--- config.mk ---
export PLATFORM = sky130hd
export DESIGN_NAME = nibble_word_packer
export DESIGN_NICKNAME = d
export VERILOG_FILES = /design/src/rtl/nibble_word_packer.sv
export SDC_FILE = /design/constraint.sdc
export NUM_CORES = 1
export LEC_CHECK = 0
export CORE_UTILIZATION = 30
export CTS_BUF_LIST = sky130_fd_sc_hd__clkbuf_8
export CTS_CLUSTER_SIZE = 10
export DETAILED_ROUTE_END_ITERATION = 8
export PLACE_DENSITY = 0.49
export SKIP_CTS_REPAIR_TIMING = 1
export SLEW_MARGIN = 20
export SYNTH_ARGS = -nofsm -noshare
export SYNTH_HDL_FRONTEND = slang
export SYNTH_SLANG_ARGS = --single-unit
--- constraint.sdc ---
create_clock -name Bclk -period 3.2 [get_ports Bclk]
set_input_delay 0.64 -clock Bclk [delete_from_list [all_inputs] [get_ports Bclk]]
set_output_delay 0.64 -clock Bclk [all_outputs]
set_load 0.005 [all_outputs]
--- src/rtl/nibble_word_packer.sv ---
// nibble_word_packer: packs changed nibbles MSB-first into words and buffers them in a show-ahead FIFO
module nibble_word_packer #(
  parameter int NIBBLES = 4,
  parameter int DEPTH = 4
) (
  input  logic                       Bclk,
  input  logic                       reset,
  input  logic [3:0]                 Din,
  output logic [4*NIBBLES-1:0]       out_data,
  output logic                       out_valid,
  input  logic                       out_ready,
  output logic [$clog2(DEPTH):0]     level,
  output logic                       overflow
);
  localparam int W = 4 * NIBBLES;
  localparam int CW = NIBBLES > 1 ? $clog2(NIBBLES) : 1;
  localparam int PW = $clog2(DEPTH);
  localparam int LW = PW + 1;
  logic [3:0]    r_last;
  logic [CW-1:0] r_cnt;
  logic [W-1:0]  r_pack;
  logic [W-1:0]  r_mem [DEPTH];
  logic [PW-1:0] r_wp, r_rp;
  logic [LW-1:0] r_level;
  logic          r_ovf;
  logic          w_new, w_done, w_pop, w_full, w_wr;
  logic [W-1:0]  w_word;
  assign w_new  = Din != r_last;
  assign w_done = w_new && r_cnt == CW'(NIBBLES - 1);
  // pack register is cleared after each word, so the last nibble simply ORs into the low bits
  assign w_word = r_pack | W'(Din);
  assign w_pop  = out_valid && out_ready;
  assign w_full = r_level == LW'(DEPTH);
  assign w_wr   = w_done && (!w_full || w_pop);
  always_ff @(posedge Bclk) begin
    if (reset) begin
      r_last  <= '0;
      r_cnt   <= '0;
      r_pack  <= '0;
      r_wp    <= '0;
      r_rp    <= '0;
      r_level <= '0;
      r_ovf   <= 1'b0;
      for (int i = 0; i < DEPTH; i++) r_mem[i] <= '0;
    end else begin
      r_last <= Din;
      if (w_new) begin
        r_cnt <= w_done ? '0 : r_cnt + 1'b1;
        if (w_done) r_pack <= '0;
        else r_pack[W-1-4*r_cnt -: 4] <= Din;
      end
      if (w_wr) begin
        r_mem[r_wp] <= w_word;
        r_wp        <= r_wp + 1'b1;
      end
      if (w_pop) r_rp <= r_rp + 1'b1;
      r_level <= r_level + LW'(w_wr) - LW'(w_pop);
      if (w_done && w_full && !w_pop) r_ovf <= 1'b1;
    end
  end
  assign out_data  = r_mem[r_rp];
  assign out_valid = r_level != '0;
  assign level     = r_level;
  assign overflow  = r_ovf;
endmodule

==> qor.yml <==
criticalPathCategory: "reg -> out"
cts_tree: "done"
grt_overflow: 0
post_drt_wl_per_cell_microns: 16.4
final_common_cell: "edfxtp_1"
rsz0062_at_grt: "false"
drive_gt1_share_pct: 17.2
n_fill_cell: 1311
clock_tree.buffer_depth: 2
peakVddDrop_mv: 0.302
power_density_mw_per_mm2: 599
antenna_found_initial: 0
finalHoldViolCount: 0
nets: 340
crit_chain: "buf_4, mux4_2, clkdlybuf4s50_1"
period_minus_slack_ns: 2.69
cp_num_buf_inv: 2
yosys_warnings: 0
ant_nets: 0
p_leak_nw: 1.81
whs_path_depth: 1
critPathTopFamily: "buffers and inverters"
fin_crit_sh_pct: 84.1
fp.dieArea_sq_mm: 0.0141
cp-start-kind: "flop"
drc: 0
initial_core_util_pct: 30.8
core_sq_mm: 0.0132
final_cell_mix: "64 x edfxtp_1, 41 x and2_1, 32 x dfxtp_1"
detail_route.iter0.violations: 112
cpMaxStageDelayCell: "mux4_2"
dieWidth_microns: 119
final_cells: 507
path_max_fanout: 16
arrival_ns: 2.05
min-delay-start: "r_pack[3]"
syn_to_final_growth_pct: 17.5
hold_class: "reg -> reg"
rrSetupSlack_ns: 0.99
htreeDepth: 3
root_buffer: "clkbuf_8"
setup-violations-final: 0
wirelength_microns: 8290
min_to: "r_pack[3]"
synth_fp_nets: 303
seq_area_frac_synth_pct: 62.8
clock-sinks: 96
status: "completed"
fmax_ghz: 0.372
gp_congestion: 0.715
io_pins: 28
io_buffers: 27
worstReg2RegStart: "level[1]"
cts_buffers: 9
synth_area_sq_mm: 0.00408
hold_slack_ns: 0.470
skew_ns: 0.0126
synthDistinctLibCells: 40
synth_seq_cells: 96
tightest_slew_ns: 0.521
synth_area_per_cell_sq_um: 14.1
required_ns: 2.56
relSlewSlack_pct: 65.3
end_kind: "primary output"
grt_pass1_wl_microns: 13100
first_pass_iters: 4
dp.cells: 491
setup-tns-final_ns: 0
max_stage_delay_ns: 0.57
cap_violations: 0
finalMaxSlewViolations: 0
num_vias: 2306
worst_skew_pair.late_latency_ns: 0.38
grt_pass1_vias: 2309
avgViaCountPerCell: 4.55
r2r_cells: 10
grtUsageTotal_pct: 12.8
die-height_microns: 119
reg2reg_to: "level[2]"
path_clk_slew_ns: 0.09
dp_hpwl_microns: 5800
antennaDiodeCount: 0
synthCells: 289
rows: 42
grt_max_degree: 22
==> routing by layer <==
layer  GRT usage, %  part of all wire (%)  up-vias
li1               -                     -     1121
met2           20.0                    46       49
met4           6.01                   1.9        0
met1           16.4                    47     1122
met3           3.38                   4.2       14
met5              0                     0        -
==> cell families after synthesis <==
| group | after synthesis | share of synthesized area, % |
|---|---|---|
| and+or+nand+nor | 115 | 16.6 |
| DFF | 96 | 62.8 |
| buffers and inverters | 23 | 2.52 |
| AOI/OAI and AO/OA | 21 | 4.45 |
| muxes | 18 | 9.36 |
| xor gates and xnor gates | 9 | 1.93 |
| adders and majority gates | 7 | 2.33 |
==> worst reg2reg max path: cells and delay by family (launching register included) <==
family	cells	cell delay, ns
adders and majority gates	3	0.83
DFF	1	0.48
xor gates and xnor gates	2	0.31
and+or+nand+nor	3	0.23
AOI/OAI and AO/OA	1	0.21
buffers and inverters	1	0.04
==> synth_stat cells (all sizes together) <==
library cell,n,share of area [%]
a21oi,4,0.49
a22o,4,0.98
a311o,1,0.25
a31oi,1,0.15
a41o,1,0.25
a41oi,1,0.40
and2,41,6.3
and3,14,2.1
and4,2,0.49
buf,6,0.89
clkbuf,7,0.71
dfxtp,32,16
edfxtp,64,47
fa,1,0.49
ha,6,1.8
inv,10,0.92
mux2,1,0.28
mux2i,1,0.25
mux4,16,8.8
nand2,5,0.52
nand2b,4,0.61
nand3,2,0.25
nand4,3,0.61
nor2,27,2.5
nor2b,7,1.1
nor3,1,0.12
nor4b,2,0.80
o2bb2ai,8,1.7
o31a,1,0.21
or2,3,0.46
or2b,3,0.55
or3,1,0.15
xnor2,8,1.7
xor2,1,0.21
==> registers in the layout (all words and copies together) (netlist names), named ones only <==
name / flops
r_mem: 64
r_pack: 16
r_last: 4
level: 3
r_cnt: 2
r_rp: 2
r_wp: 2
overflow: 1
==> power breakdown <==
group	total [mW]	switching (mW)	internal (mW)
clock network	0.709	0.426	0.282
registers	1.47	0.0657	1.40
logic	0.693	0.293	0.400
==> worst max-delay path by stage <==
stage	startpoint	end	slack, ns	cells after the start
4_1_cts	flop	out_data[4]	0.45	3
6_report	flop	out_data[4]	0.51	3
2_1_floorplan	Din[2]	level[2]	0.65	11
3_5_place_dp	Din[2]	level[2]	0.19	11
3_3_place_gp	Din[2]	level[2]	0.23	11
5_1_grt	flop	out_data[4]	0.41	3
==> layout make-up <==
class	instances	area (sq um)	area share [%]
Clock buffer	9	124	2.59
Clock inverter	7	47.5	0.993
Inverter	10	37.5	0.784
Multi-Input combinational cell	170	1410	29.5
Sequential cell	96	2560	53.5
Tap cell	176	220	4.60
Timing Repair Buffer	39	385	8.05
==> per-stage QoR <==
step                      power [mW]  util [%]  area (sq um)  worst slack [ns]
after CTS                       2.91      36.2          4790             0.452
final                           2.87      36.2          4790             0.508
after global routing            3.02      36.2          4790             0.414
after floorplan                 1.91         -          4080             0.655
after detailed placement        2.21      34.9          4620             0.190
after global placement          2.20      34.9          4620             0.227
Note: power is estimated with default switching activity, not from simulation.
